File: config.mk
export PLATFORM = sky130hd
export DESIGN_NAME = uart_frame_parser
export DESIGN_NICKNAME = d
export VERILOG_FILES = /design/src/rtl/uart_pkg.sv /design/src/rtl/uart_frame_fifo.sv /design/src/rtl/uart_frame_parser.sv
export SDC_FILE = /design/constraint.sdc
export NUM_CORES = 1
export LEC_CHECK = 0
export BUFFER_PORTS_ARGS = -buffer_cell sky130_fd_sc_hd__buf_2
export CAP_MARGIN = 20
export CORE_MARGIN = 10
export CORE_UTILIZATION = 50
export CTS_CLUSTER_DIAMETER = 100
export CTS_CLUSTER_SIZE = 10
export DETAILED_ROUTE_END_ITERATION = 7
export PLACE_DENSITY = 0.73
export SLEW_MARGIN = 40
export SYNTH_ARGS = -nofsm -noshare
export SYNTH_HDL_FRONTEND = slang
export SYNTH_SLANG_ARGS = --single-unit
File: constraint.sdc
create_clock -name clk -period 3 [get_ports clk]
set_clock_uncertainty 0.15 [all_clocks]
set_input_delay 0.15 -clock clk [delete_from_list [all_inputs] [get_ports clk]]
set_output_delay 0.15 -clock clk [all_outputs]
set_load 0.05 [all_outputs]
File: src/rtl/uart_pkg.sv
// ---------------------------------------------------------------------------
// uart_pkg
// Definitions shared by the UART receive-side framing stage.
//   BYTE_W          width of one received byte
//   SYNC_BYTE       start-of-frame marker hunted for between frames
//   parser_state_e  parser FSM encoding (HUNT / LEN / PAY / CHK)
//   FIFO_W          width of one payload buffer entry: {last, byte}
// No ports; imported by uart_frame_fifo and uart_frame_parser.
// ---------------------------------------------------------------------------
package uart_pkg;

    localparam int BYTE_W = 8;
    localparam int FIFO_W = BYTE_W + 1;

    localparam logic [BYTE_W-1:0] SYNC_BYTE = 8'hA5;

    typedef enum logic [1:0] {
        HUNT = 2'd0,
        LEN  = 2'd1,
        PAY  = 2'd2,
        CHK  = 2'd3
    } parser_state_e;

endpackage

File: src/rtl/uart_frame_fifo.sv
// ---------------------------------------------------------------------------
// uart_frame_fifo
// Payload buffer with speculative writes. Bytes are written as they arrive,
// but only become visible to the reader once the frame is committed; a bad
// frame is thrown away by rewinding the write pointer to the commit point.
// Includes the registered output stage that drives the valid/ready stream.
//
// Ports
//   clk          in   1       system clock
//   rst          in   1       synchronous active-high reset
//   wr_en_i      in   1       write wr_data_i at the write pointer
//   wr_data_i    in   9       {last, byte}
//   commit_i     in   1       make everything written so far visible
//   rewind_i     in   1       discard everything written since last commit
//   full_o       out  1       write pointer is DEPTH entries ahead of read
//   out_ready_i  in   1       consumer accepts the current output byte
//   out_data_o   out  8       output byte
//   out_last_o   out  1       output byte ends its frame
//   out_valid_o  out  1       output byte is valid
// ---------------------------------------------------------------------------
module uart_frame_fifo
    import uart_pkg::*;
#(
    parameter int DEPTH = 16
) (
    input  logic              clk,
    input  logic              rst,
    input  logic              wr_en_i,
    input  logic [FIFO_W-1:0] wr_data_i,
    input  logic              commit_i,
    input  logic              rewind_i,
    output logic              full_o,
    input  logic              out_ready_i,
    output logic [BYTE_W-1:0] out_data_o,
    output logic              out_last_o,
    output logic              out_valid_o
);

    localparam int AW = $clog2(DEPTH);
    localparam int PW = AW + 1;

    logic [FIFO_W-1:0] mem_q [DEPTH];

    logic [PW-1:0]     wr_ptr_q, wr_ptr_d;
    logic [PW-1:0]     commit_ptr_q, commit_ptr_d;
    logic [PW-1:0]     rd_ptr_q, rd_ptr_d;
    logic [FIFO_W-1:0] out_q, out_d;
    logic              out_valid_q, out_valid_d;
    logic              pop;

    // Full uses the read pointer before this cycle's pop, so a write is only
    // allowed when there is room regardless of what the consumer does.
    assign full_o = (wr_ptr_q - rd_ptr_q) == PW'(DEPTH);
    assign pop    = out_valid_q & out_ready_i;

    // The output register is a copy of the entry at the next read pointer.
    // Using the next-state commit pointer lets a commit show up on out_valid
    // one cycle after the checksum byte. The slot being written this cycle is
    // never a visible one, so reading the array here is always safe, and while
    // the consumer stalls the same slot is re-read, keeping the output stable.
    always_comb begin
        wr_ptr_d = wr_ptr_q;
        if (rewind_i) begin
            wr_ptr_d = commit_ptr_q;
        end else if (wr_en_i) begin
            wr_ptr_d = wr_ptr_q + PW'(1);
        end
        commit_ptr_d = commit_i ? wr_ptr_q : commit_ptr_q;
        rd_ptr_d     = rd_ptr_q + PW'(pop);
        out_valid_d  = (rd_ptr_d != commit_ptr_d);
        out_d        = out_valid_d ? mem_q[rd_ptr_d[AW-1:0]] : out_q;
    end

    always_ff @(posedge clk) begin
        if (wr_en_i && !rewind_i) begin
            mem_q[wr_ptr_q[AW-1:0]] <= wr_data_i;
        end
    end

    always_ff @(posedge clk) begin
        if (rst) begin
            wr_ptr_q     <= '0;
            commit_ptr_q <= '0;
            rd_ptr_q     <= '0;
            out_q        <= '0;
            out_valid_q  <= 1'b0;
        end else begin
            wr_ptr_q     <= wr_ptr_d;
            commit_ptr_q <= commit_ptr_d;
            rd_ptr_q     <= rd_ptr_d;
            out_q        <= out_d;
            out_valid_q  <= out_valid_d;
        end
    end

    assign out_data_o  = out_q[BYTE_W-1:0];
    assign out_last_o  = out_q[BYTE_W];
    assign out_valid_o = out_valid_q;

endmodule

File: src/rtl/uart_frame_parser.sv
// ---------------------------------------------------------------------------
// uart_frame_parser
// Receive-side framing stage behind the UART byte receiver. Detects one byte
// per rising edge of 'sample', hunts for SYNC (0xA5), checks LEN and the XOR
// checksum, buffers payload and releases only checksum-good frames on a
// valid/ready byte stream.
// Frame: SYNC, LEN (1..MAX_LEN), LEN payload bytes, CHK = LEN ^ payload.
//
// Optional feature: define UART_FRAME_TIMEOUT_EN to abandon a partial frame
// after TIMEOUT_CYCLES idle clocks (reported on err_len). Without it a
// partial frame waits indefinitely for its remaining bytes.
//
// Ports
//   clk        in   1  system clock
//   rst        in   1  synchronous active-high reset
//   din        in   8  received byte
//   sample     in   1  byte-valid level, may stay high for many cycles
//   out_data   out  8  payload byte
//   out_last   out  1  final payload byte of its frame
//   out_valid  out  1  out_data/out_last valid
//   out_ready  in   1  consumer accepts the byte
//   err_chk    out  1  pulse: checksum mismatch
//   err_len    out  1  pulse: illegal LEN (or idle timeout)
//   overflow   out  1  pulse: buffer full during payload, frame dropped
// ---------------------------------------------------------------------------
module uart_frame_parser
    import uart_pkg::*;
#(
    parameter int DEPTH          = 16,
    parameter int MAX_LEN        = 8,
    parameter int TIMEOUT_CYCLES = 2000
) (
    input  logic              clk,
    input  logic              rst,
    input  logic [BYTE_W-1:0] din,
    input  logic              sample,
    output logic [BYTE_W-1:0] out_data,
    output logic              out_last,
    output logic              out_valid,
    input  logic              out_ready,
    output logic              err_chk,
    output logic              err_len,
    output logic              overflow
);

    parser_state_e     state_q, state_d;
    logic              sample_q;
    logic [BYTE_W-1:0] cnt_q, cnt_d;
    logic [BYTE_W-1:0] chk_q, chk_d;
    logic              drop_q, drop_d;
    logic              err_chk_q, err_chk_d;
    logic              err_len_q, err_len_d;
    logic              overflow_q, overflow_d;

    logic              byte_evt;
    logic              timeout;
    logic              wr_en;
    logic              wr_last;
    logic              commit;
    logic              rewind;
    logic              fifo_full;

    // sample_q resets high so a sample level held across reset is not
    // mistaken for a fresh byte.
    assign byte_evt = sample & ~sample_q;

`ifdef UART_FRAME_TIMEOUT_EN
    localparam int TW = $clog2(TIMEOUT_CYCLES + 1);

    logic [TW-1:0] idle_q, idle_d;

    // Idle counter: cleared by every byte, only runs while inside a frame.
    always_comb begin
        idle_d = idle_q + TW'(1);
        if (byte_evt || state_q == HUNT) begin
            idle_d = '0;
        end
    end

    always_ff @(posedge clk) begin
        if (rst) begin
            idle_q <= '0;
        end else begin
            idle_q <= idle_d;
        end
    end

    assign timeout = (state_q != HUNT) && !byte_evt &&
                     (idle_q == TW'(TIMEOUT_CYCLES - 1));
`else
    assign timeout = 1'b0;
`endif

    // Frame FSM. Only byte events move it, except for the optional timeout.
    // Payload is written speculatively; the checksum byte decides whether it
    // is committed or rewound. Once an overflow sets drop, the rest of the
    // frame is swallowed and rewound without a checksum error.
    always_comb begin
        state_d    = state_q;
        cnt_d      = cnt_q;
        chk_d      = chk_q;
        drop_d     = drop_q;
        wr_en      = 1'b0;
        wr_last    = 1'b0;
        commit     = 1'b0;
        rewind     = 1'b0;
        err_chk_d  = 1'b0;
        err_len_d  = 1'b0;
        overflow_d = 1'b0;

        if (byte_evt) begin
            unique case (state_q)
                HUNT: begin
                    if (din == SYNC_BYTE) begin
                        state_d = LEN;
                    end
                end
                LEN: begin
                    if (din != '0 && din <= BYTE_W'(MAX_LEN)) begin
                        state_d = PAY;
                        cnt_d   = din;
                        chk_d   = din;
                        drop_d  = 1'b0;
                    end else begin
                        err_len_d = 1'b1;
                        state_d   = HUNT;
                    end
                end
                PAY: begin
                    chk_d   = chk_q ^ din;
                    wr_last = (cnt_q == BYTE_W'(1));
                    if (!drop_q) begin
                        if (fifo_full) begin
                            drop_d     = 1'b1;
                            overflow_d = 1'b1;
                        end else begin
                            wr_en = 1'b1;
                        end
                    end
                    cnt_d = cnt_q - BYTE_W'(1);
                    if (cnt_q == BYTE_W'(1)) begin
                        state_d = CHK;
                    end
                end
                CHK: begin
                    if (drop_q) begin
                        rewind = 1'b1;
                    end else if (din == chk_q) begin
                        commit = 1'b1;
                    end else begin
                        err_chk_d = 1'b1;
                        rewind    = 1'b1;
                    end
                    state_d = HUNT;
                end
                default: state_d = HUNT;
            endcase
        end else if (timeout) begin
            rewind    = 1'b1;
            err_len_d = 1'b1;
            state_d   = HUNT;
        end
    end

    always_ff @(posedge clk) begin
        if (rst) begin
            state_q    <= HUNT;
            sample_q   <= 1'b1;
            cnt_q      <= '0;
            chk_q      <= '0;
            drop_q     <= 1'b0;
            err_chk_q  <= 1'b0;
            err_len_q  <= 1'b0;
            overflow_q <= 1'b0;
        end else begin
            state_q    <= state_d;
            sample_q   <= sample;
            cnt_q      <= cnt_d;
            chk_q      <= chk_d;
            drop_q     <= drop_d;
            err_chk_q  <= err_chk_d;
            err_len_q  <= err_len_d;
            overflow_q <= overflow_d;
        end
    end

    assign err_chk  = err_chk_q;
    assign err_len  = err_len_q;
    assign overflow = overflow_q;

    uart_frame_fifo #(
        .DEPTH (DEPTH)
    ) u_fifo (
        .clk         (clk),
        .rst         (rst),
        .wr_en_i     (wr_en),
        .wr_data_i   ({wr_last, din}),
        .commit_i    (commit),
        .rewind_i    (rewind),
        .full_o      (fifo_full),
        .out_ready_i (out_ready),
        .out_data_o  (out_data),
        .out_last_o  (out_last),
        .out_valid_o (out_valid)
    );

endmodule

## Word-level counts from Yosys, hierarchy flattened

Memory sizes are Yosys's and may differ from the RTL's. A register that Yosys moved wholly into a read port is not among the register bits.
Cells that the tools add are included.

| word-level totals | value |
|---|---|
| bits in registers | 39 |
| memory bits (writable) | 144 |
| logic and storage cells | 80 |
| memories | 1 |

| operators by class | value |
|---|---|
| add/sub/neg operators | 4 |
| magnitude comparators | 1 |
| eq/ne operators | 11 |
| multiplexer cells | 31 |
| bitwise operators | 8 |
| reduce and logical (&&, ||, !) cells | 12 |

Memories:

| name | depth | width | read ports | clocked after memory_dff | write ports | line | text |
|---|---|---|---|---|---|---|---|
| u_fifo.mem_q | 16 | 9 | 1 | 1 | 1 | uart_frame_fifo.sv:42 | `logic [FIFO_W-1:0] mem_q [DEPTH];` |

Operators with widths:

| operator | number |
|---|---|
| 8-bit one-hot mux with 2 select lines | 2 |
| 1-bit 2-to-1 mux | 20 |
| 5-bit 2-to-1 mux | 3 |
| 8-bit by 1-bit equality test with 1-bit output (second input constant) | 1 |
| 8-bit equality test | 1 |
| 8-bit equality test (second input constant) | 1 |
| 8-bit by 4-bit <= comparator with 1-bit output (second input constant) | 1 |
| 8-bit 2-to-1 mux | 1 |
| 2-bit one-hot mux with 4 select lines | 1 |
| 8-bit nonzero test | 1 |
| 4-bit OR reduction | 2 |
| 8-bit by 1-bit subtractor with 8-bit output (second input constant) | 1 |
| 8-bit bitwise XOR | 1 |
| 2-bit 2-to-1 mux | 3 |
| 2-bit inequality test (second input constant) | 3 |
| 3-bit AND reduction | 2 |
| 5-bit by 1-bit adder with 5-bit output | 1 |
| 5-bit by 1-bit adder with 5-bit output (second input constant) | 1 |
| 5-bit equality test (second input constant) | 1 |
| 5-bit inequality test | 1 |
| 1-bit inverter | 5 |
| 5-bit subtractor | 1 |
| 2-bit equality test (second input constant) | 2 |
| 2-bit nonzero test | 2 |
| other kinds (7) | 9 |

## Depth between registers and ports, before layout

Gate-level depths: netlist of run 1.

| depth | value |
|---|---|
| depth in word-level cells | 9 |
| mapped depth | 11 |
| gate-level depth less buffers | 9 |

## Modules after synthesis

A second synthesis of run 1 with hierarchy kept.

| second synthesis, totals | value |
|---|---|
| cell total of the unflattened synthesis | 590 |
| area total of the unflattened synthesis | 8485.6 µm² |

Modules (own cells, without submodules):

| module | instances | cells each | area each (µm²) | sequential area each (µm²) |
|---|---|---|---|---|
| uart_frame_fifo | 1 | 384 | 6866.6 | 4824.6 |
| uart_frame_parser | 1 | 206 | 1619.1 | 460.4 |

## Worst setup path after synthesis of run 1

OpenSTA, ideal clock, no wires.

| timing | value |
|---|---|
| kind | reg-to-reg |
| start point | reg u_fifo.out_valid_q, in the netlist u_fifo.out_valid_o |
| end point | reg u_fifo.out_q[8], read port of u_fifo.mem_q |
| library setup time | 132 ps |
| arrival | 2723 ps |
| data required time | 2718 ps |
| path slack | -6 ps |
| stages on the path, launching flop included | 9 |
| period minus slack after synthesis | 3006 ps |
| cell sequence | dfxtp_1 and2_1 ha_1 buf_2 buf_2 mux4_2 mux4_2 o21ai_0 a21oi_1 |

| on the way | value |
|---|---|
| longest elaborated chain between the ends | 3 |

Ends and longest elaborated chain:

| what | line | text |
|---|---|---|
| from (decl) | uart_frame_fifo.sv:48 | `logic out_valid_q, out_valid_d;` |
| from (signal assigned) | uart_frame_fifo.sv:92 | `out_valid_q <= out_valid_d;` |
| 1-bit bitwise AND * | uart_frame_fifo.sv:54 | `assign pop = out_valid_q & out_ready_i;` |
| 5-bit by 1-bit adder with 5-bit output * | uart_frame_fifo.sv:69 | `rd_ptr_d = rd_ptr_q + PW'(pop);` |
| named net u_fifo.rd_ptr_d[0] | uart_frame_fifo.sv:46 | `logic [PW-1:0] rd_ptr_q, rd_ptr_d;` |
| 5-bit inequality test | uart_frame_fifo.sv:70 | `out_valid_d = (rd_ptr_d != commit_ptr_d);` |
| to (decl) | uart_frame_fifo.sv:47 | `logic [FIFO_W-1:0] out_q, out_d;` |

Mark *: on every way through the listed nets, which the timed path passes. The rest lies on a longest branch.
A chain may end at the register's enable or synchronous reset.

## Worst setup path after layout of run 1

| timing | value |
|---|---|
| start point | reg u_fifo.out_valid_q, in the netlist u_fifo.out_valid_o |
| end point | reg u_fifo.out_q[2], read port of u_fifo.mem_q |

The elaborated chain is that of the path after synthesis.

==> results of run 1 <==
==> final timing paths <==
path,startpoint,endpoint,slack [ns],depth (start not counted)
hold reg to reg,u_fifo.out_q[4],u_fifo.out_q[4],0.32,2
setup / recovery,u_fifo.out_valid_o,u_fifo.out_q[2],0.24,7
hold / removal,rst,u_fifo.rd_ptr_q[4],0.03,2
setup reg to reg,u_fifo.out_valid_o,u_fifo.out_q[2],0.24,7
==> where the power goes <==
group / total (mW) / leakage, nW / internal (mW) / switching [mW]
clock: 2.18 / 0.282 / 1.13 / 1.05
sequential: 2.84 / 1.65 / 2.84 / 0.000531
combinational: 0.0938 / 1.06 / 0.0260 / 0.0678
==> metal layers <==
metal	up-vias	share of wire	wire, um
li1	2274	-	-
met1	2600	0.40	7720
met2	224	0.51	9750
met3	33	0.066	1270
met4	0	0.025	480
met5	-	0	0
==> registers in the layout, indices dropped and copies added, names as in the netlist, named ones only <==
name,cells
err_len,1
u_fifo.out_valid_o,1
sample_q,1
u_fifo.rd_ptr_q,5
u_fifo.out_q,9
err_chk,1
overflow,1
state_q,1
u_fifo.commit_ptr_q,5
cnt_q,8
u_fifo.mem_q,144
chk_q,8
drop_q,1
u_fifo.wr_ptr_q,5
==> repair_timing <==
item                                   4_1_cts  5_1_grt
endpoints found under the hold margin       12        0
hold buffers                                 3        0
setup endpoints to repair                    0       18
resized for setup                            0        1
==> logic make-up after synthesis <==
group,count (synthesis)
xor gates and xnor gates,13
AOI/OAI and AO/OA,97
adders and majority gates,12
buffers and inverters,40
muxes,47
and+or+nand+nor,155
DFF,192
==> critical path: cells and delay by family, from the launching register on <==
| kind | cells | cell delay, ns |
|---|---|---|
| buffers and inverters | 1 | 0.23 |
| DFF | 1 | 0.32 |
| and+or+nand+nor | 1 | 0.16 |
| muxes | 2 | 1.04 |
| AOI/OAI and AO/OA | 2 | 0.22 |
| adders and majority gates | 1 | 0.48 |
==> area by class of cell <==
cell class | instances | area, um2 | area share
clock buffer | 18 | 439 | 0.0470
clock inverter | 14 | 139 | 0.0149
inverter | 10 | 37.5 | 0.00402
multi-input combinational | 324 | 2700 | 0.289
sequential | 192 | 5290 | 0.566
tap | 216 | 270 | 0.0289
timing repair buffer | 65 | 475 | 0.0509
==> cells in the final DEF, fill, tap and decap left out, drive strengths merged, types with 3 or more instances in the layout <==
cell,synthesis,routed
clkbuf,15,18
dfxtp,48,48
nand4,10,10
nor2,41,41
o31ai,5,5
and4,3,3
clkinv,0,3
nand4b,3,3
nand2,36,36
dlygate4sd3,0,3
nor2b,7,7
nand2b,7,7
and2,3,3
mux4,45,45
a211oi,3,3
nand3,19,19
nor3,9,9
o21ai,26,26
xnor2,11,11
a22oi,3,3
o211ai,7,7
a21oi,36,36
ha,12,12
nand3b,4,4
buf,15,62
inv,10,20
or3,3,3
edfxtp,144,144
==> impl_results.md, run 1 <==
- Yosys top cell by area: edfxtp_1
- GRT Resource Usage Total: 0.182
- Max Slew Vio Count: 0
- Unique cell type count in the Yosys netlist: 57
- Final HPWL DP: 12.9 mm
- Synth Register Bits: 192
- Ant. Diodes: 0
- Met3 Use GR: 0.0403
- Wirelength, routed: 19.2 mm
- Tmin final: 2.76 ns
- Mean Syn Cell Area: 14.7 um2
- DP Cell Count: 804
- Largest family of logic cells by synthesized area: multiplexers
- Final count of hold timing violations: 0
- Routability cong.: 0.849
- Worst path cell trace: and2_1 > ha_2 > buf_12 > mux4_2 > mux4_2 > o21ai_0 > a21oi_1
- Leak pwr: 3.00 nW
- Root Buffer: clkbuf_16
- Synth Area in Simple Gates: 0.0970
- Final setup fails: 0
- Setup CP Type: reg -> reg
- Min-Delay Path Class: in -> reg
- First-pass iteration count of the detailed router: 5
- Post-route insts no fill: 839
- IO buf count: 24
- Post-synthesis mux area share: 0.127
- Setup TNS Final: 0 ns
- Seq/Total Area, Yosys: 0.648
- Commonest cells post-synth: edfxtp_1, dfxtp_1, mux4_2, nor2_1
- Sinks on Clock Net: 192
- Placed Area: 0.00873 mm2
- Initial antenna violation count: 0
- DRT antenna net count: 0
- Post-Synth Adder-Cell Area: 0.0184
- Complex-gate fraction of the synthesized area: 0.0741
- Clk buf depth: 2
- Total vias in the final route: 5131
- # IOs: 25
- DR WL/cell: 22.9 um
- Post-layout nets: 634
- Initial Utilization: 0.511
- Postcts setup bufs: 0
- Number of flops mapped to enable cells by yosys: 144
- Worst vdd ir: 414 uV
- Cell Rows: 46
- Vias/cell: 6.12
- Kind of end point of the critical path: register
- FFs w/ async S/R, synth: 0
- Crit share post-route: 0.919
- Syn_nets: 580
- Gr busiest metal: met2
- Synth area leaders: edfxtp_1, mux4_2, dfxtp_1
- Slew HR: 0.554
- Unrepaired setup endpoints after global routing: false
- Main synth FF type: edfxtp_1
- Die Ht: 148 um
- Core area: 0.0159 mm2
- DIE AREA: 0.0218 mm2
- Vias in the first global route: 4956
- Largest net degree at the start of global routing: 49
- CP Data Required Time: 3.15 ns
- Max-cap viol count: 0
- DR iter-0 viols: 540
- Highest-delay cell along the critical path: mux4_2
- Cell Pwr Density: 548 mW/mm2
- Critical path peak fanout: 19
- Met2 Use GR: 0.306
- Xor and xnor area share after synthesis: 0.0140
- Post-Synthesis Cells: 556
- Pre-CTS setup slack: 0.247 ns
- Ys Warns: 0
- Nature of the critical path startpoint: register
- Smallest hold slack: 0.0322 ns
- Total gr overflow: 0
- Min setup slack post-route: 0.243 ns
- Synth top area share: 0.531
- Post-Syn Area: 0.00815 mm2
- H-tree levels: 4
- M1 GR Usage: 0.225
- Status: finished, final reports clean
- Slew @ Worst Pin: 0.669 ns
- Most frequent CP cell: mux4_2
- Fillcell total: 1204
- Max stage delay on crit path: 0.54 ns
- Post-route cell area: 0.00934 mm2
- CTS Buf Count: 17
- Drt drc: 0
- Max Fclk: 0.363 GHz
- Most common cell in the synthesized netlist: edfxtp_1
- Clock transition at the registers of the reported paths: 0.07 ns
- Synth-to-Final Area Change: 14.6%
- Total power: 5.12 mW
- Layout cell share with drive strength beyond 1: 0.239
- Die W: 148 um
- Worst-Skew Late Latency: 0.44 ns
- Final Util: 0.586
- TritonCTS clock tree: built
- First-pass GRT wire length: 29.8 mm
- Critical path arrival: 2.90 ns
(Power assumes the default switching activity.)
==> run 2: changes to the inputs <==
--- a/config.mk
+++ b/config.mk
@@ -5,6 +5,7 @@
 export SDC_FILE = /design/constraint.sdc
 export NUM_CORES = 1
 export LEC_CHECK = 0
+export ABC_AREA = 1
 export BUFFER_PORTS_ARGS = -buffer_cell sky130_fd_sc_hd__buf_2
 export CAP_MARGIN = 20
 export CORE_MARGIN = 10
==> impl_results.md, run 2 <==
- Status: finished, final reports clean
- Largest net degree at the start of global routing: 60
- Post-layout nets: 895
- Slew HR: 0.648
- Postcts setup bufs: 0
- Drt drc: 0
- Unrepaired setup endpoints after global routing: false
- Crit share post-route: 0.901
- Final setup fails: 0
- Total vias in the final route: 6157
- Seq/Total Area, Yosys: 0.630
- Register-to-register path setup slack: 0.30 ns
- Critical path peak fanout: 9
- FFs w/ async S/R, synth: 0
- Hold Crit Start: din[2]
- Clk buf depth: 2
- Critical path arrival: 2.70 ns
- Max-cap viol count: 0
- CTS hold repair buffers: 6
- Die Ht: 150 um
- Tmin final: 2.70 ns
- Max Fclk: 0.370 GHz
- Vias/cell: 5.58
- Clock transition at the registers of the reported paths: 0.07 ns
- Number of flops mapped to enable cells by yosys: 144
- First-pass iteration count of the detailed router: 5
- Ys Warns: 0
- Reg-to-Reg Start: u_fifo.wr_ptr_q[1]
- Mean Syn Cell Area: 10.2 um2
- Final Util: 0.578
- Leak pwr: 3.63 nW
- Kind of end point of the critical path: register
- Sinks on Clock Net: 192
- Post-Syn Area: 0.00839 mm2
- DP Cell Count: 1066
- Synth-to-Final Area Change: 13.8%
- Main synth FF type: edfxtp_1
- Unique cell type count in the Yosys netlist: 38
- Initial Utilization: 0.508
- TritonCTS clock tree: built
- Synth top area share: 0.515
- Synth Register Bits: 192
- Max Slew Vio Count: 0
- DR iter-0 viols: 683
- Capturing point of the worst reg2reg path: u_fifo.mem_q[14][8]
- Total gr overflow: 0
- Cell Rows: 47
- R2R cell count: 12
- Final HPWL DP: 14.1 mm
- DR WL/cell: 19.1 um
- Core area: 0.0165 mm2
- Commonest cells post-synth: edfxtp_1, nor2_1, nand2_1, o21ai_0, inv_1
- Commonest cells after routing, fill and taps aside: edfxtp_1, nor2_1, nand2_1, o21ai_0, inv_1
- Post-Synthesis Cells: 823
- GRT Resource Usage Total: 0.192
- Post-CTS Resized: 0
- Most common cell in the synthesized netlist: edfxtp_1
- # IOs: 25
- Worst Setup EP: u_fifo.mem_q[14][8]
- Largest register FFs: 144
- Wirelength, routed: 21.1 mm
- Most common cell after layout, fill and taps aside: edfxtp_1
- Worst-Skew Late Latency: 0.44 ns
- CP Data Required Time: 3.00 ns
- Root Buffer: clkbuf_16
- IO buf count: 24
- Cell Pwr Density: 536 mW/mm2
- Min-Delay Path Class: in -> reg
- CTS Buf Count: 17
- Yosys top cell by area: edfxtp_1
- Setup crit start: u_fifo.wr_ptr_q[1]
- H-tree levels: 4
- Slew @ Worst Pin: 0.527 ns
- Ant. Diodes: 0
- Nature of the critical path startpoint: register
- Final count of hold timing violations: 0
- Worst vdd ir: 421 uV
- Post-route insts no fill: 1104
- DIE AREA: 0.0224 mm2
- Setup CP Type: reg -> reg
- Syn_nets: 847
- First-pass GRT wire length: 32.8 mm
- Vias in the first global route: 5934
- Routability cong.: 0.910
- Layout cell share with drive strength beyond 1: 0.144
- Smallest hold slack: 0.0220 ns
- Die W: 150 um
- Setup TNS Final: 0 ns
- Initial antenna violation count: 0
- Synth area leaders: edfxtp_1, dfxtp_1, o21ai_0
- DRT antenna net count: 0
-- run 2: changes by cell type in the layout (fill, tap and decap cells not counted), moves of 7 or more --
cell,change
mux4_2,-45
nor2b_1,-7
o21ai_0,+75
nand2_1,+93
o211ai_1,-7
nand2_2,+9
inv_1,+40
a32o_1,+9
nand2b_1,-7
inv_2,+8
o22ai_1,+35
nor2_1,+89
-- run 2: power by group --
part | leakage, nW | switching [mW] | internal (mW) | total [mW]
combinational | 1.68 | 0.0868 | 0.0315 | 0.118
sequential | 1.68 | 0.000212 | 2.84 | 2.84
clock | 0.269 | 1.00 | 1.16 | 2.16
-- run 2: how the worst min path moves through the flow --
stage                    end  slack (ns)  depth (start not counted)
global placement    sample_q        0.19                          3
finish              chk_q[2]        0.02                          6
global route        chk_q[2]        0.06                          6
CTS                 chk_q[2]        0.02                          6
floorplan           sample_q         0.1                          2
detailed placement  sample_q        0.20                          3
-- run 2: metal layers --
metal	track usage	part of all wire	vias up	routed length, um
li1	-	-	2957	-
met1	0.245	0.41	2901	8690
met2	0.309	0.48	259	10000
met3	0.0525	0.087	40	1830
met4	0.0697	0.024	0	509
met5	0	0	-	0
-- run 2: kinds of logic (layout without fill, tap and decap cells) --
kind of cell,after synthesis,in the layout,synth area share
AOI/OAI and AO/OA,190,190,0.127
xor gates and xnor gates,11,11,0.0115
adders and majority gates,12,12,0.0179
buffers and inverters,102,163,0.0473
DFF,192,192,0.630
and+or+nand+nor,316,316,0.166
-- run 2: final cells by class --
type / count / area (um2)
Sequential cell: 192 / 5290
Tap cell: 220 / 275
Clock inverter: 14 / 130
Inverter: 62 / 233
Clock buffer: 18 / 429
Fill cell: 1364 / 6980
Multi-Input combinational cell: 529 / 2710
Timing Repair Buffer: 69 / 485
-- run 2: metrics by stage --
step,power (mW),instance area [um2],worst slack (ns)
2_1_floorplan,2.94,8390,0.465
3_3_place_gp,3.01,8930,0.387
3_5_place_dp,3.02,8930,0.331
4_1_cts,5.14,9550,0.307
5_1_grt,5.27,9550,0.0817
6_report,5.12,9550,0.297
-- run 2: worst max-delay path: stages, from the launching register on --
cell	delay [ns]
dfxtp_1	0.45
ha_1	0.29
nand2_1	0.08
nand2_1	0.08
a21o_1	0.18
a21oi_1	0.17
a21oi_1	0.09
nand2_1	0.08
nand2_1	0.13
inv_2	0.16
nand2_1	0.19
nor2_1	0.16
buf_4	0.20
